--- config.mk ---
export PLATFORM = sky130hd
export DESIGN_NAME = tj_vector_sequencer_flat
export DESIGN_NICKNAME = d
export VERILOG_FILES = /design/src/rtl/tj_seq_pkg.sv /design/src/rtl/tj_vector_sequencer_if.sv /design/src/rtl/tj_rec_fifo.sv /design/src/rtl/tj_vector_sequencer.sv /design/src/flat_wrapper.sv
export SDC_FILE = /design/constraint.sdc
export NUM_CORES = 1
export LEC_CHECK = 0
export CAP_MARGIN = 10
export CORE_AREA = 2 2 83 93
export DETAILED_ROUTE_END_ITERATION = 8
export DIE_AREA = 0 0 85 95
export GPL_TIMING_DRIVEN = 0
export HOLD_SLACK_MARGIN = 0.06
export PLACE_DENSITY = 0.66
export SETUP_SLACK_MARGIN = 0.1
export SLEW_MARGIN = 20
export SYNTH_ARGS = -nofsm -noshare
export SYNTH_HDL_FRONTEND = slang
export SYNTH_SLANG_ARGS = --single-unit
--- constraint.sdc ---
create_clock -name CK -period 2.3 [get_ports CK]
set_input_delay 0.345 -clock CK [delete_from_list [all_inputs] [get_ports CK]]
set_output_delay 0.345 -clock CK [all_outputs]
set_load 0.05 [all_outputs]
--- src/rtl/tj_seq_pkg.sv ---
// Shared types and constants for the vector sequencer and its record FIFO.
package tj_seq_pkg;

    // Sequencer FSM states.
    typedef enum logic [2:0] {
        ST_IDLE,
        ST_DRIVE,
        ST_SAMPLE,
        ST_STALL,
        ST_DONE
    } seq_state_e;

    // Default MISR feedback taps (CRC-16-CCITT polynomial).
    localparam logic [15:0] DEF_MISR_POLY = 16'h1021;

    // Packed width of one {vec, resp} record.
    function automatic int rec_width(input int in_w, input int out_w);
        return in_w + out_w;
    endfunction

endpackage

--- src/rtl/tj_vector_sequencer_if.sv ---
// Stimulus, response, record-stream and status signals of the vector sequencer.
// The master side is the sequencer; the slave side is the DUT and the logger.
interface tj_vector_sequencer_if #(
    parameter int IN_W   = 3,
    parameter int OUT_W  = 1,
    parameter int MISR_W = 16
);
    logic              start;
    logic [IN_W-1:0]   dut_in;
    logic [OUT_W-1:0]  dut_out;
    logic              rec_valid;
    logic              rec_ready;
    logic [IN_W-1:0]   rec_vec;
    logic [OUT_W-1:0]  rec_resp;
    logic [MISR_W-1:0] signature;
    logic              busy;
    logic              done;

    modport master (
        input  start, dut_out, rec_ready,
        output dut_in, rec_valid, rec_vec, rec_resp, signature, busy, done
    );

    modport slave (
        output start, dut_out, rec_ready,
        input  dut_in, rec_valid, rec_vec, rec_resp, signature, busy, done
    );
endinterface

--- src/rtl/tj_rec_fifo.sv ---
// Synchronous first-word-fall-through FIFO for {vector, response} records.
// A push into a full FIFO is accepted when a pop happens in the same cycle.
module tj_rec_fifo #(
    parameter int WIDTH = 4,
    parameter int DEPTH = 8
) (
    input  logic             CK,
    input  logic             reset,
    input  logic             push,
    input  logic [WIDTH-1:0] din,
    output logic             full,
    input  logic             pop,
    output logic [WIDTH-1:0] dout,
    output logic             empty
);
    localparam int AW = $clog2(DEPTH);
    localparam int CW = AW + 1;

    logic [WIDTH-1:0] mem [DEPTH];
    logic [AW-1:0]    wr_ptr;
    logic [AW-1:0]    rd_ptr;
    logic [CW-1:0]    count;
    logic             push_en;
    logic             pop_en;

    assign empty   = (count == '0);
    assign full    = (count == CW'(DEPTH));
    assign pop_en  = pop && !empty;
    assign push_en = push && (!full || pop_en);
    assign dout    = mem[rd_ptr];

    // Pointer and occupancy bookkeeping.
    always_ff @(posedge CK) begin
        if (reset) begin
            wr_ptr <= '0;
            rd_ptr <= '0;
            count  <= '0;
        end else begin
            if (push_en) wr_ptr <= wr_ptr + AW'(1);
            if (pop_en)  rd_ptr <= rd_ptr + AW'(1);
            case ({push_en, pop_en})
                2'b10:   count <= count + CW'(1);
                2'b01:   count <= count - CW'(1);
                default: count <= count;
            endcase
        end
    end

    // Record storage; contents need no reset since occupancy gates visibility.
    always_ff @(posedge CK) begin
        if (push_en) mem[wr_ptr] <= din;
    end

endmodule

--- src/rtl/tj_vector_sequencer.sv ---
// Exhaustive-sweep stimulus generator and response capture for trojan benchmarks.
// Applies every IN_W-bit vector, samples the DUT at the end of each hold window,
// queues {vector, response} records and folds each response into a MISR.
module tj_vector_sequencer
    import tj_seq_pkg::*;
#(
    parameter int              IN_W        = 3,
    parameter int              OUT_W       = 1,
    parameter int              HOLD_CYCLES = 1,
    parameter int              FIFO_DEPTH  = 8,
    parameter int              MISR_W      = 16,
    parameter logic [MISR_W-1:0] MISR_POLY = MISR_W'(DEF_MISR_POLY)
) (
    input logic                   CK,
    input logic                   reset,
    tj_vector_sequencer_if.master bus
);
    localparam int REC_W = rec_width(IN_W, OUT_W);
    localparam int HC_W  = (HOLD_CYCLES > 1) ? $clog2(HOLD_CYCLES) : 1;
    localparam logic [HC_W-1:0] HOLD_LAST = HC_W'(HOLD_CYCLES - 1);

    typedef struct packed {
        logic [IN_W-1:0]  vec;
        logic [OUT_W-1:0] resp;
    } rec_t;

    seq_state_e        state;
    seq_state_e        state_nxt;
    logic [IN_W-1:0]   vec_q;
    logic [HC_W-1:0]   hold_cnt;
    logic [MISR_W-1:0] sig_q;
    logic [OUT_W-1:0]  resp_hold;
    logic              busy_q;
    logic              done_q;

    logic              start_sweep;
    logic              hold_inc;
    logic              take;
    logic              capture_hold;
    logic              room;
    logic              last_vec;
    logic [OUT_W-1:0]  cur_resp;

    logic              fifo_full;
    logic              fifo_empty;
    logic              fifo_pop;
    rec_t              fifo_din;
    rec_t              fifo_dout;

    // One MISR step: shift, conditional polynomial feedback, inject response.
    function automatic logic [MISR_W-1:0] misr_next(input logic [MISR_W-1:0] s,
                                                    input logic [OUT_W-1:0]  r);
        logic [MISR_W-1:0] fb;
        fb = s[MISR_W-1] ? MISR_POLY : '0;
        return {s[MISR_W-2:0], 1'b0} ^ fb ^ MISR_W'(r);
    endfunction

    // A slot is free if the FIFO is not full or the consumer drains it this cycle.
    assign fifo_pop = !fifo_empty && bus.rec_ready;
    assign room     = !fifo_full || fifo_pop;
    assign last_vec = (vec_q == '1);
    // In STALL the response captured at the end of the hold window is reused.
    assign cur_resp = (state == ST_STALL) ? resp_hold : bus.dut_out;
    assign fifo_din = '{vec: vec_q, resp: cur_resp};

    tj_rec_fifo #(
        .WIDTH (REC_W),
        .DEPTH (FIFO_DEPTH)
    ) u_fifo (
        .CK    (CK),
        .reset (reset),
        .push  (take),
        .din   (fifo_din),
        .full  (fifo_full),
        .pop   (fifo_pop),
        .dout  (fifo_dout),
        .empty (fifo_empty)
    );

    // FSM state register.
    always_ff @(posedge CK) begin
        if (reset) state <= ST_IDLE;
        else       state <= state_nxt;
    end

    // Next-state decode and per-cycle action strobes.
    always_comb begin
        state_nxt    = state;
        start_sweep  = 1'b0;
        hold_inc     = 1'b0;
        take         = 1'b0;
        capture_hold = 1'b0;
        case (state)
            ST_IDLE, ST_DONE: begin
                if (bus.start) begin
                    start_sweep = 1'b1;
                    state_nxt   = ST_DRIVE;
                end
            end
            ST_DRIVE: begin
                if (hold_cnt == HOLD_LAST) state_nxt = ST_SAMPLE;
                else                       hold_inc  = 1'b1;
            end
            ST_SAMPLE: begin
                if (room) begin
                    take      = 1'b1;
                    state_nxt = last_vec ? ST_DONE : ST_DRIVE;
                end else begin
                    capture_hold = 1'b1;
                    state_nxt    = ST_STALL;
                end
            end
            ST_STALL: begin
                if (room) begin
                    take      = 1'b1;
                    state_nxt = last_vec ? ST_DONE : ST_DRIVE;
                end
            end
            default: state_nxt = ST_IDLE;
        endcase
    end

    // Vector, hold counter, signature and status flags.
    always_ff @(posedge CK) begin
        if (reset) begin
            vec_q    <= '0;
            hold_cnt <= '0;
            sig_q    <= '0;
            busy_q   <= 1'b0;
            done_q   <= 1'b0;
        end else begin
            if (start_sweep) begin
                vec_q    <= '0;
                hold_cnt <= '0;
                sig_q    <= '0;
                busy_q   <= 1'b1;
                done_q   <= 1'b0;
            end
            if (hold_inc) hold_cnt <= hold_cnt + HC_W'(1);
            if (take) begin
                sig_q <= misr_next(sig_q, cur_resp);
                if (last_vec) begin
                    busy_q <= 1'b0;
                    done_q <= 1'b1;
                end else begin
                    vec_q    <= vec_q + IN_W'(1);
                    hold_cnt <= '0;
                end
            end
        end
    end

    // Response held across a FIFO-full stall.
    always_ff @(posedge CK) begin
        if (capture_hold) resp_hold <= bus.dut_out;
    end

    assign bus.dut_in    = vec_q;
    assign bus.signature = sig_q;
    assign bus.busy      = busy_q;
    assign bus.done      = done_q;
    assign bus.rec_valid = !fifo_empty;
    assign bus.rec_vec   = fifo_dout.vec;
    assign bus.rec_resp  = fifo_dout.resp;

endmodule

--- src/flat_wrapper.sv ---
// flat-port wrapper written by rule: the top's interface ports become plain ports
module tj_vector_sequencer_flat import tj_seq_pkg::*;
#(
    parameter int              IN_W        = 3,
    parameter int              OUT_W       = 1,
    parameter int              HOLD_CYCLES = 1,
    parameter int              FIFO_DEPTH  = 8,
    parameter int              MISR_W      = 16,
    parameter logic [MISR_W-1:0] MISR_POLY = MISR_W'(DEF_MISR_POLY)
)
  (CK, reset, bus_start, bus_dut_out, bus_rec_ready, bus_dut_in, bus_rec_valid, bus_rec_vec, bus_rec_resp, bus_signature, bus_busy, bus_done);
  tj_vector_sequencer_if #(.IN_W(IN_W), .OUT_W(OUT_W), .MISR_W(MISR_W)) bus_i ();
  input logic CK;
  input logic reset;
  input wire logic [$bits(bus_i.start)-1:0] bus_start;
  input wire logic [$bits(bus_i.dut_out)-1:0] bus_dut_out;
  input wire logic [$bits(bus_i.rec_ready)-1:0] bus_rec_ready;
  output wire logic [$bits(bus_i.dut_in)-1:0] bus_dut_in;
  output wire logic [$bits(bus_i.rec_valid)-1:0] bus_rec_valid;
  output wire logic [$bits(bus_i.rec_vec)-1:0] bus_rec_vec;
  output wire logic [$bits(bus_i.rec_resp)-1:0] bus_rec_resp;
  output wire logic [$bits(bus_i.signature)-1:0] bus_signature;
  output wire logic [$bits(bus_i.busy)-1:0] bus_busy;
  output wire logic [$bits(bus_i.done)-1:0] bus_done;
  assign bus_i.start = bus_start;
  assign bus_i.dut_out = bus_dut_out;
  assign bus_i.rec_ready = bus_rec_ready;
  assign bus_dut_in = bus_i.dut_in;
  assign bus_rec_valid = bus_i.rec_valid;
  assign bus_rec_vec = bus_i.rec_vec;
  assign bus_rec_resp = bus_i.rec_resp;
  assign bus_signature = bus_i.signature;
  assign bus_busy = bus_i.busy;
  assign bus_done = bus_i.done;
  tj_vector_sequencer #(.IN_W(IN_W), .OUT_W(OUT_W), .HOLD_CYCLES(HOLD_CYCLES), .FIFO_DEPTH(FIFO_DEPTH), .MISR_W(MISR_W), .MISR_POLY(MISR_POLY)) u_core (.CK(CK), .reset(reset), .bus(bus_i));
endmodule
Yosys cells after proc, flatten, opt, wreduce, memory -nomap -nowiden
Memory sizes are Yosys's and may differ from the RTL's. A register that Yosys moved wholly into a read port is not among the register bits.
Index checks and enable logic that the tools add are counted.
{ "classes": {"addsub": 6, "reduce_logical": 14, "eq_ne": 11, "n_mux": 36, "bitwise_logic": 2} }
{ "op_table": {"columns": ["operator", "count"], "rows": [
  ["16-bit 2-to-1 mux", 2],
  ["3-bit 2-to-1 mux", 10],
  ["1-bit 2-to-1 mux", 21],
  ["16-bit by 1-bit bitwise XOR with 16-bit output", 1],
  ["16-bit bitwise XOR", 1],
  ["13-bit 2-to-1 mux", 1],
  ["3-bit case mux with 4 select lines", 1],
  ["3-bit by 1-bit adder with 3-bit output, second input constant", 3],
  ["4-bit case mux with 2 select lines", 1],
  ["3-bit by 2-bit == test with 1-bit output, second input constant", 2],
  ["3-bit == test, second input constant", 2],
  ["4-bit by 1-bit adder with 4-bit output, second input constant", 1],
  ["4-bit == test, second input constant", 1],
  ["4-bit logical NOT", 1],
  ["2-bit inequality test, second input constant", 2],
  ["2-bit nonzero test", 2],
  ["2-bit OR reduction", 2],
  ["4-bit by 1-bit subtractor with 4-bit output, second input constant", 1],
  ["3-bit by 1-bit == test with 1-bit output, second input constant", 1],
  ["1-bit logical AND", 3],
  ["3-bit logical NOT", 1],
  ["3-bit AND reduction", 1],
  ["2-bit by 1-bit == test with 1-bit output, second input constant", 1],
  ["2-bit == test, second input constant", 1],
  ["other kinds (4)", 6]
]} }
{ "word_totals": {"n_memories": 1, "wordCells": 80, "regBits": 36, "ramBits": 32, "input_bits": 5} }
{ "mem_list": {"columns": ["name", "depth", "width", "read_ports", "rd_ports_with_merged_regs", "write_ports", "line_no", "source"], "rows": [
  ["u_core.u_fifo.mem", 8, 4, 1, 1, 1, "tj_rec_fifo.sv:19", "logic [WIDTH-1:0] mem [DEPTH];"]
]} }

Depth between registers and ports, before layout
Gate-level depths: netlist of run 1.
{ "depth": {"ltp_word": 9, "depth_mapped": 12, "mapped_depth_nobuf": 10} }

By module
From an unflattened synthesis of run 1, not the netlist that was laid out.
{ "hier_totals": {"hier_cells": 248, "hier_area_um2": 3051.7} }
{ "modules_own_cells": {"columns": ["module", "n_inst", "cells_per_inst", "area_per_inst_um2"], "rows": [
  ["tj_rec_fifo", 1, 118, 1881.8],
  ["tj_vector_sequencer", 1, 130, 1169.9]
]} }

Least setup slack after synthesis of run 1
OpenSTA, ideal clock, no wires.
{ "synth_path": {"kind": "input-to-reg", "startpoint": "input bus_rec_ready", "endpoint": "register u_core.u_fifo.count[2]", "required_ns": 2.228, "stages": 11, "setup_slack_ns": -0.037, "path_buffers": 1, "t_arrival_ns": 2.266, "path_cell_list": "and2b_1 > a21oi_4 > clkinv_4 > buf_8 > ha_1 > xor2_1 > ha_1 > a21oi_1 > xor2_1 > or3_1 > a21oi_1"} }
{ "synth_via": {"elab_chain_cells": 7} }
{ "synth_rtl": {"columns": ["item", "line_no", "source"], "rows": [
  ["from (decl)", "flat_wrapper.sv:17", "input wire logic [$bits(bus_i.rec_ready)-1:0] bus_rec_ready;"],
  ["1-bit logical AND (*)", "tj_vector_sequencer.sv:59", "assign fifo_pop = !fifo_empty && bus.rec_ready;"],
  ["1-bit logical OR", "tj_vector_sequencer.sv:60", "assign room = !fifo_full || fifo_pop;"],
  ["1-bit 2-to-1 mux", "tj_vector_sequencer.sv:105, tj_vector_sequencer.sv:114", null],
  ["1-bit 2-to-1 mux", null, null],
  ["1-bit logical AND", "tj_rec_fifo.sv:29", "assign push_en = push && (!full || pop_en);"],
  ["2-bit by 1-bit == test with 1-bit output / 2-bit == test (equally long branches)", "tj_rec_fifo.sv:41", "case ({push_en, pop_en})"],
  ["4-bit case mux with 2 select lines / 2-bit nonzero test (equally long branches)", null, null],
  ["to (signal assigned)", "tj_rec_fifo.sv:42", "2'b10: count <= count + CW'(1);"],
  ["to (signal assigned)", "tj_rec_fifo.sv:43", "2'b01: count <= count - CW'(1);"],
  ["to (signal assigned)", "tj_rec_fifo.sv:44", "default: count <= count;"],
  ["to (decl)", "tj_rec_fifo.sv:22", "logic [CW-1:0] count;"]
]} }
Mark *: on every way between the ends. The rest lies on a longest branch, timed or not.
A chain may end at the register's enable or synchronous reset.

Final worst setup path of run 1
{ "layout_path": {"startpoint": "register u_core.state[2]", "endpoint": "register u_core.u_fifo.count[2]"} }
{ "layout_via": {"elab_chain_cells": 6} }
{ "layout_rtl": {"columns": ["item", "line_no", "source"], "rows": [
  ["from (decl)", "tj_vector_sequencer.sv:27", "seq_state_e state;"],
  ["from (signal assigned)", "tj_vector_sequencer.sv:83", "else state <= state_nxt;"],
  ["3-bit by 2-bit == test with 1-bit output", "tj_vector_sequencer.sv:93", "case (state)"],
  ["2-bit OR reduction (no line) (*)", null, null],
  ["1-bit 2-to-1 mux (*)", null, null],
  ["1-bit logical AND (*)", "tj_rec_fifo.sv:29", null],
  ["2-bit by 1-bit == test with 1-bit output / 2-bit == test (equally long branches)", "tj_rec_fifo.sv:41", null],
  ["4-bit case mux with 2 select lines / 2-bit nonzero test (equally long branches)", null, null]
]} }
Marked as above.

==> flow_metrics.py, run 1 <==
metrics = {
    "logic_synthesis": {
        "synth_common_cells": "dfxtp_1 (38), edfxtp_1 (33), nand2_1 (26)",
        "synth_area_um2": 3120,
        "synth_top_area_share_pct": 31.7,
        "synthDistinctLibCells": 50,
        "ys_seq_area_share_pct": 56.1,
        "yosys.area.top_type": "edfxtp_1",
        "ys_async_sr_fraction_pct": 0,
        "synthFlopType": "dfxtp_1",
        "synth_cells": 254,
        "synth_edf_count": 33,
        "ys_seq_elements": 71,
        "synth.avg_cell_area_um2": 12.3,
        "synthesis.nets": 266,
        "synthTopCellsByArea": "edfxtp_1 (32%), dfxtp_1 (24%), mux4_2 (5.8%)",
        "yosysWarnings": 0,
        "synthMostInstantiatedCell": "dfxtp_1",
    },
    "global_routing": {
        "grt_max_degree": 13,
        "antenna_found_initial": 0,
        "gr-total-overflow": 0,
        "grt_pass1_wl_um": 9840,
        "first_global_vias": 2010,
        "grt_usage_pct": 16.0,
    },
    "sta": {
        "timing.slew.headroom_pct": 27.4,
        "worstMarginPinSlew_ns": 1.07,
        "period_needed_ns": 2.22,
        "fmax_mhz": 451,
        "finalSetupViolCount": 0,
        "timing.hold.ws_ns": 0.463,
        "hold_viol": 0,
        "slew_viol_final": 0,
        "rsz0062_at_grt": "yes",
        "skew_ns": 0.00628,
        "period_share_pct": 96.4,
    },
    "worst_setup_path": {
        "r2r_slack_ns": 0.08,
        "worst-r2r-cell-count": 12,
        "crit_required_ns": 2.57,
        "path_class": "reg -> reg",
        "crit_chain": "nand2b_1 > buf_6 > a21oi_4 > clkinv_4 > buf_12 > ha_4 > xor2_1 > ha_2 > a21oi_2 > xor2_1 > or3_1 > a21oi_1",
        "worstSetupEndpoint": "u_core.u_fifo.count[2]",
        "reg2reg_to": "u_core.u_fifo.count[2]",
        "crit_start": "u_core.state[2]",
        "start_kind": "register",
        "endpoint_kind": "register",
        "critical-path-slowest-cell": "dfxtp_2",
        "critPathMaxFanout": 8,
        "crit_top_cell": "xor2_1",
        "cp_data_arrival_time_ns": 2.48,
        "max_stage_delay_ns": 0.33,
        "reg2reg_from": "u_core.state[2]",
    },
    "outcome": {
        "outcome": "completed",
    },
    "clock_network": {
        "cts_sinks": 71,
        "clk_pin_slew_worst_paths_ns": 0.07,
        "insertion_delay_ns": 0.35,
        "htreeDepth": 3,
        "cts_tree": "built",
        "cts_buffer_depth": 2,
        "cts_buffers": 9,
        "cts_root_buffer": "clkbuf_8",
    },
    "worst_hold_path": {
        "hp-start": "u_core.bus.done",
        "min_path_type": "reg -> reg",
    },
    "power": {
        "p_leak_nw": 1.32,
        "powerDensity_nw_per_um2": 982,
        "peakVddDrop_mv": 0.505,
    },
    "floorplanning": {
        "die_area_um2": 8080,
        "rows": 33,
        "die_w_um": 85,
        "die_y_um": 95,
        "io_pins": 31,
        "initial_utilization_pct": 43.2,
        "core_area_um2": 7230,
    },
    "routing": {
        "firstDrtPassIters": 4,
        "post-route-drc-count": 0,
        "wl_per_cell_um": 15.5,
        "routed_wl_um": 6150,
        "vias": 2082,
        "antenna_left": 0,
        "initialDrtViolationCount": 73,
        "avgViaCountPerCell": 5.26,
    },
    "placed_design": {
        "dp_cells": 371,
        "dp_hpwl_um": 3980,
        "port_buffers": 30,
        "dpl_cell_area_um2": 3550,
        "place_congestion": 0.771,
    },
    "cells_and_area": {
        "layout.cells.non_filler": 396,
        "syn_to_final_growth_pct": 24.6,
        "antenna_cells": 0,
        "layout-drive-gt1-share_pct": 24.9,
        "fin_util_pct": 53.8,
        "final_cell_area_um2": 3890,
        "num-nets-final": 316,
    },
    "run": {
        "maxCapViolCount": 0,
    },
}
area by class of cell:
| type | count | area [um2] |
|---|---|---|
| fillers | 617 | 3340 |
| clock buffers | 11 | 131 |
| inverters | 4 | 20.0 |
| clock inverters | 5 | 106 |
| repair buffers | 40 | 370 |
| multi-input cells | 162 | 1270 |
| flip-flops and latches | 71 | 1760 |
| plain buffers | 16 | 129 |
| well taps | 87 | 109 |
layout by cell type (no fill, tap or decap), drive strengths merged, types with 4 or more instances in the layout:
| cell | count |
|---|---|
| clkbuf | 16 |
| mux2 | 7 |
| dfxtp | 38 |
| edfxtp | 33 |
| ha | 7 |
| nor3 | 6 |
| mux2i | 4 |
| a21oi | 25 |
| nand2 | 26 |
| nor2 | 14 |
| mux4 | 8 |
| nand3 | 16 |
| clkdlybuf4s50 | 24 |
| nand2b | 6 |
| xor2 | 6 |
| buf | 25 |
critical path: cells and delay by family, from the launching register on:
family	cells	cell delay (ns)
fa+ha+maj	2	0.34
buf+inv	3	0.38
flops	1	0.33
compound gates	3	0.33
xor+xnor	2	0.29
simple gates	2	0.47
through the flow:
stage / setup WS, ns / power (W) / setup TNS, ns
after floorplan: 0.115 / 0.00230 / 0
after global placement: -0.551 / 0.00253 / -7.54
after detailed placement: -0.562 / 0.00255 / -7.87
after CTS: 0.0840 / 0.00380 / 0
after global routing: -0.00410 / 0.00399 / -0.00410
final: 0.0833 / 0.00382 / 0
worst min-delay path by stage:
stage | endpoint | slack [ns] | cells past startpoint
global route | u_core.bus.done | 0.49 | 2
floorplan | u_core.resp_hold | 0.44 | 0
CTS | u_core.bus.done | 0.47 | 2
global placement | u_core.bus.signature[11] | 0.45 | 2
finish | u_core.bus.done | 0.46 | 2
detailed placement | u_core.bus.done | 0.46 | 2
kinds of logic (layout without fill, tap and decap cells):
| kind of cell | after synthesis | in the layout | share of synthesized area [%] |
|---|---|---|---|
| compound gates | 40 | 40 | 8.98 |
| xor+xnor | 9 | 9 | 2.53 |
| flops | 71 | 71 | 56.1 |
| fa+ha+maj | 7 | 7 | 2.81 |
| mux | 19 | 19 | 9.58 |
| buf+inv | 21 | 76 | 4.05 |
| simple gates | 87 | 87 | 16.0 |
layer usage:
metal	up-vias	part of all wire (%)	track usage [%]
li1	1030	-	-
met1	999	44	19.2
met2	43	50	27.5
met3	10	3.6	3.85
met4	0	1.7	6.75
met5	-	0	0
report_power, final:
part | internal, W | leakage [nW] | switching (W)
Sequential | 0.00140 | 0.615 | 0.0000719
Clock | 0.000723 | 0.114 | 0.000466
Combinational | 0.000510 | 0.591 | 0.000650
Total | 0.00263 | 1.32 | 0.00119
registers in the layout, summed over array words and instances, names as in the netlist, named ones only:
register              count
u_core.u_fifo.mem        32
u_core.bus.signature     16
u_core.u_fifo.count       4
u_core.bus.dut_in         3
u_core.state              3
u_core.u_fifo.rd_ptr      3
u_core.u_fifo.wr_ptr      3
u_core.bus.busy           1
u_core.bus.done           1
u_core.hold_cnt           1
u_core.resp_hold          1
what timing repair did:
item	4_1_cts	5_1_grt
endpoints found under the setup margin	15	14
setup buffers	9	1
hold endpoints to repair	0	0
pin swaps	3	1
resized for setup	33	9
hold buffers	0	0
No activity file was read; power rests on OpenSTA's default activity.
==> inputs of run 2 (changes only) <==
--- a/config.mk
+++ b/config.mk
@@ -5,7 +5,7 @@
 export SDC_FILE = /design/constraint.sdc
 export NUM_CORES = 1
 export LEC_CHECK = 0
-export CAP_MARGIN = 10
+export CAP_MARGIN = 20
 export CORE_AREA = 2 2 83 93
 export DETAILED_ROUTE_END_ITERATION = 8
 export DIE_AREA = 0 0 85 95
==> results of run 2 <==
Final layout, timing and power as in run 1 (identical DEF).
